$ cat config.mk
export PLATFORM = sky130hd
export DESIGN_NAME = decode_queue_flat
export DESIGN_NICKNAME = d
export VERILOG_FILES = /design/src/rtl/decode_queue_pkg.sv /design/src/rtl/decode_queue_if.sv /design/src/rtl/decode_queue_decoder.sv /design/src/rtl/decode_queue.sv /design/src/flat_wrapper.sv
export SDC_FILE = /design/constraint.sdc
export NUM_CORES = 1
export LEC_CHECK = 0
export CORE_AREA = 2 2 131 133
export CTS_BUF_LIST = sky130_fd_sc_hd__clkbuf_16
export DETAILED_ROUTE_END_ITERATION = 16
export DIE_AREA = 0 0 133 135
export PLACE_DENSITY = 0.92
export RECOVER_POWER = 25
export SKIP_LAST_GASP = 1
export SLEW_MARGIN = 20
export SYNTH_ARGS = -nofsm -noshare
export SYNTH_HDL_FRONTEND = slang
export SYNTH_SLANG_ARGS = --single-unit
$ cat constraint.sdc
create_clock -name clk -period 8.6 [get_ports clk]
set_clock_uncertainty 0.05 [all_clocks]
set_input_delay 1.72 -clock clk [delete_from_list [all_inputs] [get_ports clk]]
set_output_delay 1.72 -clock clk [all_outputs]
set_load 0.01 [all_outputs]
$ cat src/rtl/decode_queue_pkg.sv
// Shared types and constants for the decode-stage front end: RV32I opcodes,
// micro-op classes and the queued fetch entry.
package decode_pkg;

  localparam logic [6:0] OP_LUI    = 7'b0110111;
  localparam logic [6:0] OP_AUIPC  = 7'b0010111;
  localparam logic [6:0] OP_JAL    = 7'b1101111;
  localparam logic [6:0] OP_JALR   = 7'b1100111;
  localparam logic [6:0] OP_BRANCH = 7'b1100011;
  localparam logic [6:0] OP_LOAD   = 7'b0000011;
  localparam logic [6:0] OP_STORE  = 7'b0100011;
  localparam logic [6:0] OP_IMM    = 7'b0010011;
  localparam logic [6:0] OP_OP     = 7'b0110011;
  localparam logic [6:0] OP_SYSTEM = 7'b1110011;

  typedef enum logic [3:0] {
    ALU_R   = 4'd0,
    ALU_I   = 4'd1,
    LOAD    = 4'd2,
    STORE   = 4'd3,
    BRANCH  = 4'd4,
    JAL     = 4'd5,
    JALR    = 4'd6,
    LUI     = 4'd7,
    AUIPC   = 4'd8,
    SYSTEM  = 4'd9,
    ILLEGAL = 4'd10
  } uop_class_t;

  typedef enum logic [2:0] {
    IMM_NONE,
    IMM_I,
    IMM_S,
    IMM_B,
    IMM_U,
    IMM_J
  } imm_fmt_t;

  typedef struct packed {
    logic [15:0] pc;
    logic [31:0] inst;
  } fq_entry_t;

endpackage

$ cat src/rtl/decode_queue_if.sv
// Fetch-to-decode and decode-to-issue handshake bundle.
// Valid/ready: a transfer happens on a rising edge where valid && ready are both
// high; the producer holds its payload stable while valid && !ready.
interface decode_queue_if;
  import decode_pkg::*;

  logic        IF_valid;
  logic [15:0] IF_out_pc;
  logic [31:0] IF_out_inst;
  logic        DC_ready;

  logic        DC_valid;
  logic        IS_ready;
  logic [15:0] DC_pc;
  logic [31:0] DC_inst;
  logic [4:0]  DC_rd;
  logic [4:0]  DC_rs1;
  logic [4:0]  DC_rs2;
  logic [2:0]  DC_funct3;
  logic [6:0]  DC_funct7;
  logic [31:0] DC_imm;
  uop_class_t  DC_class;
  logic        DC_illegal;

  modport master (
    output IF_valid, IF_out_pc, IF_out_inst, IS_ready,
    input  DC_ready, DC_valid, DC_pc, DC_inst, DC_rd, DC_rs1, DC_rs2,
           DC_funct3, DC_funct7, DC_imm, DC_class, DC_illegal
  );

  modport slave (
    input  IF_valid, IF_out_pc, IF_out_inst, IS_ready,
    output DC_ready, DC_valid, DC_pc, DC_inst, DC_rd, DC_rs1, DC_rs2,
           DC_funct3, DC_funct7, DC_imm, DC_class, DC_illegal
  );
endinterface

$ cat src/rtl/decode_queue_decoder.sv
// Combinational RV32I field extraction, immediate generation and micro-op
// classification for one instruction word.
module rv32i_decoder
  import decode_pkg::*;
(
  input  logic [31:0] inst,
  output logic [4:0]  rd,
  output logic [4:0]  rs1,
  output logic [4:0]  rs2,
  output logic [2:0]  funct3,
  output logic [6:0]  funct7,
  output logic [31:0] imm,
  output uop_class_t  uop_class,
  output logic        illegal
);

  imm_fmt_t fmt;

  assign rd     = inst[11:7];
  assign rs1    = inst[19:15];
  assign rs2    = inst[24:20];
  assign funct3 = inst[14:12];
  assign funct7 = inst[31:25];

  always_comb begin
    fmt       = IMM_NONE;
    uop_class = ILLEGAL;
    case (inst[6:0])
      OP_OP:     begin uop_class = ALU_R;  fmt = IMM_NONE; end
      OP_IMM:    begin uop_class = ALU_I;  fmt = IMM_I;    end
      OP_LOAD:   begin uop_class = LOAD;   fmt = IMM_I;    end
      OP_STORE:  begin uop_class = STORE;  fmt = IMM_S;    end
      OP_BRANCH: begin uop_class = BRANCH; fmt = IMM_B;    end
      OP_JAL:    begin uop_class = JAL;    fmt = IMM_J;    end
      OP_JALR:   begin uop_class = JALR;   fmt = IMM_I;    end
      OP_LUI:    begin uop_class = LUI;    fmt = IMM_U;    end
      OP_AUIPC:  begin uop_class = AUIPC;  fmt = IMM_U;    end
      OP_SYSTEM: begin uop_class = SYSTEM; fmt = IMM_NONE; end
      default:   begin uop_class = ILLEGAL; fmt = IMM_NONE; end
    endcase
  end

  // Every format sign-extends from inst[31]; B and J carry an implicit zero LSB.
  always_comb begin
    imm = '0;
    case (fmt)
      IMM_I:   imm = {{20{inst[31]}}, inst[31:20]};
      IMM_S:   imm = {{20{inst[31]}}, inst[31:25], inst[11:7]};
      IMM_B:   imm = {{19{inst[31]}}, inst[31], inst[7], inst[30:25], inst[11:8], 1'b0};
      IMM_U:   imm = {inst[31:12], 12'b0};
      IMM_J:   imm = {{11{inst[31]}}, inst[31], inst[19:12], inst[20], inst[30:21], 1'b0};
      default: imm = '0;
    endcase
  end

  assign illegal = (inst[1:0] != 2'b11) || (uop_class == ILLEGAL);

endmodule

$ cat src/rtl/decode_queue.sv
// Decode-stage front end: in-order circular queue of fetched (pc, inst) pairs
// with the head entry decoded toward issue. DEPTH must be a power of two >= 2.
module decode_queue
  import decode_pkg::*;
#(
  parameter int  DEPTH = 4,
  localparam int CW    = $clog2(DEPTH + 1)
) (
  input  logic            clk,
  input  logic            rst,
  input  logic            mispredict,
  decode_queue_if.slave   bus,
  output logic [CW-1:0]   dbg_count
);

  localparam int            PW   = $clog2(DEPTH);
  localparam logic [CW-1:0] FULL = CW'(DEPTH);

  fq_entry_t       mem [DEPTH];
  logic [PW-1:0]   wr_ptr;
  logic [PW-1:0]   rd_ptr;
  logic [CW-1:0]   count;
  logic            push;
  logic            pop;
  fq_entry_t       head;

  // Ready/valid come from registered count only, so a full queue refuses a
  // push even when the head is popped in the same cycle.
  assign bus.DC_ready = (count != FULL);
  assign bus.DC_valid = (count != '0);

  assign push = bus.IF_valid && bus.DC_ready && !mispredict;
  assign pop  = bus.DC_valid && bus.IS_ready && !mispredict;

  always_ff @(posedge clk) begin
    if (rst) begin
      wr_ptr <= '0;
      rd_ptr <= '0;
      count  <= '0;
      for (int i = 0; i < DEPTH; i++) mem[i] <= '0;
    end else if (mispredict) begin
      wr_ptr <= '0;
      rd_ptr <= '0;
      count  <= '0;
    end else begin
      if (push) begin
        mem[wr_ptr] <= '{pc: bus.IF_out_pc, inst: bus.IF_out_inst};
        wr_ptr      <= wr_ptr + PW'(1);
      end
      if (pop) rd_ptr <= rd_ptr + PW'(1);
      case ({push, pop})
        2'b10:   count <= count + CW'(1);
        2'b01:   count <= count - CW'(1);
        default: count <= count;
      endcase
    end
  end

  assign head       = mem[rd_ptr];
  assign bus.DC_pc   = head.pc;
  assign bus.DC_inst = head.inst;
  assign dbg_count   = count;

  rv32i_decoder u_dec (
    .inst      (head.inst),
    .rd        (bus.DC_rd),
    .rs1       (bus.DC_rs1),
    .rs2       (bus.DC_rs2),
    .funct3    (bus.DC_funct3),
    .funct7    (bus.DC_funct7),
    .imm       (bus.DC_imm),
    .uop_class (bus.DC_class),
    .illegal   (bus.DC_illegal)
  );

endmodule

$ cat src/flat_wrapper.sv
// flat-port wrapper written by rule: the top's interface ports become plain ports
module decode_queue_flat import decode_pkg::*;
#(
  parameter int  DEPTH = 4,
  localparam int CW    = $clog2(DEPTH + 1)
)
  (clk, rst, mispredict, dbg_count, bus_IF_valid, bus_IF_out_pc, bus_IF_out_inst, bus_IS_ready, bus_DC_ready, bus_DC_valid, bus_DC_pc, bus_DC_inst, bus_DC_rd, bus_DC_rs1, bus_DC_rs2, bus_DC_funct3, bus_DC_funct7, bus_DC_imm, bus_DC_class, bus_DC_illegal);
  decode_queue_if bus_i ();
  input  logic clk;
  input  logic rst;
  input  logic mispredict;
  output logic [CW-1:0] dbg_count;
  input wire logic [$bits(bus_i.IF_valid)-1:0] bus_IF_valid;
  input wire logic [$bits(bus_i.IF_out_pc)-1:0] bus_IF_out_pc;
  input wire logic [$bits(bus_i.IF_out_inst)-1:0] bus_IF_out_inst;
  input wire logic [$bits(bus_i.IS_ready)-1:0] bus_IS_ready;
  output wire logic [$bits(bus_i.DC_ready)-1:0] bus_DC_ready;
  output wire logic [$bits(bus_i.DC_valid)-1:0] bus_DC_valid;
  output wire logic [$bits(bus_i.DC_pc)-1:0] bus_DC_pc;
  output wire logic [$bits(bus_i.DC_inst)-1:0] bus_DC_inst;
  output wire logic [$bits(bus_i.DC_rd)-1:0] bus_DC_rd;
  output wire logic [$bits(bus_i.DC_rs1)-1:0] bus_DC_rs1;
  output wire logic [$bits(bus_i.DC_rs2)-1:0] bus_DC_rs2;
  output wire logic [$bits(bus_i.DC_funct3)-1:0] bus_DC_funct3;
  output wire logic [$bits(bus_i.DC_funct7)-1:0] bus_DC_funct7;
  output wire logic [$bits(bus_i.DC_imm)-1:0] bus_DC_imm;
  output wire logic [$bits(bus_i.DC_class)-1:0] bus_DC_class;
  output wire logic [$bits(bus_i.DC_illegal)-1:0] bus_DC_illegal;
  assign bus_i.IF_valid = bus_IF_valid;
  assign bus_i.IF_out_pc = bus_IF_out_pc;
  assign bus_i.IF_out_inst = bus_IF_out_inst;
  assign bus_i.IS_ready = bus_IS_ready;
  assign bus_DC_ready = bus_i.DC_ready;
  assign bus_DC_valid = bus_i.DC_valid;
  assign bus_DC_pc = bus_i.DC_pc;
  assign bus_DC_inst = bus_i.DC_inst;
  assign bus_DC_rd = bus_i.DC_rd;
  assign bus_DC_rs1 = bus_i.DC_rs1;
  assign bus_DC_rs2 = bus_i.DC_rs2;
  assign bus_DC_funct3 = bus_i.DC_funct3;
  assign bus_DC_funct7 = bus_i.DC_funct7;
  assign bus_DC_imm = bus_i.DC_imm;
  assign bus_DC_class = bus_i.DC_class;
  assign bus_DC_illegal = bus_i.DC_illegal;
  decode_queue #(.DEPTH(DEPTH)) u_core (.clk(clk), .rst(rst), .mispredict(mispredict), .bus(bus_i), .dbg_count(dbg_count));
endmodule
# Word level (Yosys, flattened, before mapping)
# Memories as Yosys holds them, arrays and structs flattened. A register that Yosys moved wholly into a read port is not among the register bits.
# Cells that the tools add are included.
# Widths: inputs -> output; s select.
# classes
div	0
mul	0
eq_ne	20
reduce_logical	12
shift	0
n_mux	15
n_addsub	4
n_bitwise	0
n_lt_le_gt_ge	0
# op_table
cell	n
$pmux 32 s5	1
$mux 48	1
$reduce_or 48->1	1
$pmux 4 s10	1
$eq 7x7->1 const B	4
$eq 7x6->1 const B	3
$pmux 3 s5	1
$eq 7x5->1 const B	2
$eq 7x2->1 const B	1
$mux 1	7
$eq 3x2->1 const B	2
$eq 3x3->1 const B	2
$mux 2	3
$pmux 3 s2	1
$add 2x1->2 const B	2
$eq 4x4->1 const B	1
$logic_and 1x1->1	4
$reduce_or 2->1	2
$add 3x1->3 const B	1
$eq 3x1->1 const B	1
$ne 3x3->1 const B	1
$reduce_bool 3->1	1
$reduce_or 3->1	1
$sub 3x1->3 const B	1
6 further kinds	6
# totals
reg_bits	7
ramBits	192
latchBits	0
n_memories	1
in_bits	53
wordCells	55
output_inout_bits	115
rom_bits	0
# memory_table
memory	depth	width	rd	rd_clocked_by_memory_dff	wr	line	source
u_core.mem	4	48	1	1	4	decode_queue.sv:19	fq_entry_t mem [DEPTH];

# Longest topological paths before layout
# logic_depth
depth_word	9
depth_mapped	10
mapped_depth_nobuf	10

# Modules after synthesis
# From an unflattened synthesis, not the netlist that was laid out.
# hier_totals
hier_cells	653
area_unflattened_um2	9598.0
# modules_own_cells
mod	cells_per_inst	area_each_um2	seq_area_each_um2	n_inst
decode_queue	533	8732.1	5945.7	1
rv32i_decoder	120	865.8	0.0	1

# Least setup slack after synthesis
# No wires, ideal clock.
# synth_timing
path_type	input-to-reg
start	input port bus_IF_valid
end	memory u_core.mem[0][0] (netlist name) (enable)
path_slack_ns	3.813
required_time_ns	8.086
n_path_buf	0
setup_ns	0.464
stages	4
t_arrival_ns	4.273
path_cell_list	nand2_1 nor2_1 inv_1 o21bai_1
# synth_rtl
element	line	source
from (decl)	flat_wrapper.sv:13	input wire logic [$bits(bus_i.IF_valid)-1:0] bus_IF_valid;
to (decl)	decode_queue.sv:19	

==> results.md <==
* Top fanout value on the critical path at 48
* Period utilisation layout at 70.9%
* Final critical-path setup slack at 2500 ps
* Root buffer cell: sky130_fd_sc_hd__clkbuf_16
* Count of placed standard cells in the final layout, fillers left out at 1,049
* Setup crit end kind: primary output
* Number of warning messages in the yosys log at 0
* Number of antenna violations at the first check in global routing at 0
* Filler cells at 1,032
* Total Die Area at 18,000 µm²
* Leak pwr at 4.54 nW
* Adder and majority gate portion of the synthesized area at 0.353%
* FMAX at 164 MHz
* Async set-reset flop share out of synthesis at 0%
* Dominant combinational cell family by area after synthesis: simple AND/OR/NAND/NOR gates
* Total routing usage reported by global routing at 24.5%
* Total negative setup slack at 0 ps
* Xor and xnor fraction of the mapped netlist area at 0.571%
* Net count, final at 870
* Number of buffers on the longest clock path at 3
* Dominant synthesized flop cell: sky130_fd_sc_hd__edfxtp_1
* Die width at 133 µm
* Worst slack after detailed placement at 2870 ps
* Final max-slew violation count at 136
* Total of cells resized after clock tree synthesis at 0
* Unique masters post-synth at 48
* Pin count of the biggest net entering global routing at 50
* Clock slew at the register clock pins of the worst setup and hold paths at 60 ps
* Worst Path Required at 6830 ps
* Final antenna diode count at 0
* Category of the worst setup path launch point: flop
* Layout overhead on the synthesized area at 25.1%
* Compound-Gate Fraction of Synth Area at 3.93%
* Synthesis-stage register bit count at 201
* Share of final-layout standard cells stronger than drive strength 1 at 11.6%
* H-tree level count at 1
* Number of enable-type register cells in the synthesized netlist at 192
* Skew-Pair Late Insertion Delay at 480 ps
* Number of instances in the synthesized netlist at 682
* Average wire per cell in the routed design at 21.0 µm
* Final period demand of the worst path at 6100 ps
* First-pass GRT wire length at 33,200 µm
* RSZ-0062 raised after global routing: no
* Overflow left after global routing at 0
* Violated checks: capacitance limit, slew limit
* Worst hold slack across all endpoints at 504 ps
* Top cell types by occurrence after synthesis: sky130_fd_sc_hd__edfxtp_1 (192), sky130_fd_sc_hd__nor2_1 (122), sky130_fd_sc_hd__nand2_1 (62)
* Clock buffer count from CTS at 20
* Vias at 6,056
* Iteration-0 DRC Markers at 561
* Worst slew pin tran at 3140 ps
* Category of the most critical setup path: reg2out
* Sink count of the clock tree at 201
* Number of DRC violations after detailed routing at 0
* Post-CTS Hold Fix Bufs at 0
* Post-synthesis area per instance at 13.5 µm²
* Final setup vio count at 0
* Mapped Area at 9210 µm²
* Area share of the largest cell type after synthesis at 62.6%
* Path type of the worst min-delay path: reg2reg
* Headroom to the max-slew limit at -109%
* # Post-CTS Setup Buffers at 0
* Number of nets with antenna violations after routing at 0
* Vias in the first global route at 6,009
* Multiplexer share of the synthesized area at 11.9%
* Hold Violations, Final at 0
* Outcome: complete, but fails checks
* Rows at 47
* Placed Cells incl. Taps at 1,012
* Initial DRT Pass Iterations at 5
* Maximum vdd ir drop at 171 µV
* Sequential-to-total area share from yosys stat at 64.6%
* Initial Util at 56.1%
* Syn nets at 737
* Overall power after layout at 2.16 mW
* Simple-Gate Fraction of Synth Area at 12.5%
* Die Y-Extent at 135 µm
* Via density per instance at 5.77
* Top-level port count at 168
* Util after Layout at 70.3%
* Wire length reported by the detailed router at 22,000 µm
* Leading area contributor after synthesis: sky130_fd_sc_hd__edfxtp_1
* Leading cell type by number of instances after synthesis: sky130_fd_sc_hd__edfxtp_1
* Total power density per cell area at 187 nW/µm²
* Global placer's final weighted congestion at 0.883
* Cell types occupying the most area after synthesis: sky130_fd_sc_hd__edfxtp_1 (63%), sky130_fd_sc_hd__mux4_2 (11%), sky130_fd_sc_hd__nor2_1 (5.0%)
* Half-perimeter wire length after detailed placement at 13,000 µm
* Final instance area at 11,500 µm²
* Core Footprint at 16,400 µm²
* Count of max-cap constraint violations at 3
* Count of input and output buffers at 167
* Placed cell area at 10,900 µm²
* Clock tree from TritonCTS: yes
* Crit path arrival time at 4330 ps
[area by class of cell]
cell class	instances	area (µm²)	area share [%]
clock buffer	21	526	4.56
timing repair buffer	176	1740	15.1
inverter	55	206	1.79
tap	220	275	2.39
clock inverter	15	93.8	0.814
multi-input combinational	361	2730	23.7
sequential	201	5950	51.6
[state kept, by name, indices dropped and copies added, names as in the netlist, named ones only]
name / flops
u_core.mem: 192
u_core.dbg_count: 3
u_core.rd_ptr: 2
u_core.wr_ptr: 2
[cell usage in the layout, fill, tap and decap left out, types with 7 or more instances in the layout]
cell,instances
sky130_fd_sc_hd__inv_1,59
sky130_fd_sc_hd__dfxtp_1,7
sky130_fd_sc_hd__nand2_1,62
sky130_fd_sc_hd__and2_1,25
sky130_fd_sc_hd__mux4_2,45
sky130_fd_sc_hd__clkbuf_16,21
sky130_fd_sc_hd__nor2_1,121
sky130_fd_sc_hd__clkdlybuf4s50_1,162
sky130_fd_sc_hd__a21o_1,20
sky130_fd_sc_hd__a21oi_1,7
sky130_fd_sc_hd__edfxtp_1,192
sky130_fd_sc_hd__and2_0,18
[kinds of logic after synthesis]
logic type                 after synthesis
DFF                                    201
muxes                                   48
and+or+nand+nor                        255
AOI/OAI and AO/OA                       50
adders and majority gates                2
buffers and inverters                  120
xor gates and xnor gates                 6
[layer usage]
layer  part of all wire (%)  up-vias  global-route usage [%]
li1                       -     2657                       -
met1                     35     2941                    30.4
met2                     52      414                    43.6
met3                    9.9       44                    4.88
met4                    2.8        0                    8.00
met5                      0        -                       0
[power breakdown]
part	leakage, nW	internal [mW]	switching, mW
sequential	2.09	1.12	0.0144
combinational	2.13	0.0992	0.110
clock	0.323	0.471	0.347
[worst max-delay path: stages (launching register included)]
cell,delay (ps)
sky130_fd_sc_hd__dfxtp_4,990
sky130_fd_sc_hd__mux4_1,830
sky130_fd_sc_hd__nor2b_1,300
sky130_fd_sc_hd__o21ai_0,170
sky130_fd_sc_hd__a21oi_1,840
sky130_fd_sc_hd__a21o_1,170
sky130_fd_sc_hd__clkdlybuf4s50_1,530
[worst paths after layout]
| check | from | to | slack, ps | cells past startpoint |
|---|---|---|---|---|
| max | flop | bus_DC_imm[25] | 2500 | 6 |
| min | u_core.dbg_count[2]$_SDFFE_PP0P_ | u_core.dbg_count[2]$_SDFFE_PP0P_ | 500 | 2 |
| max reg2reg | u_core.wr_ptr[0]$_SDFFE_PP0P_ | u_core.mem[2][42]$_SDFFCE_PN0P_ | 4590 | 5 |
| min reg2reg | u_core.dbg_count[2]$_SDFFE_PP0P_ | u_core.dbg_count[2]$_SDFFE_PP0P_ | 500 | 2 |
No activity file was read; power rests on OpenSTA's default activity.
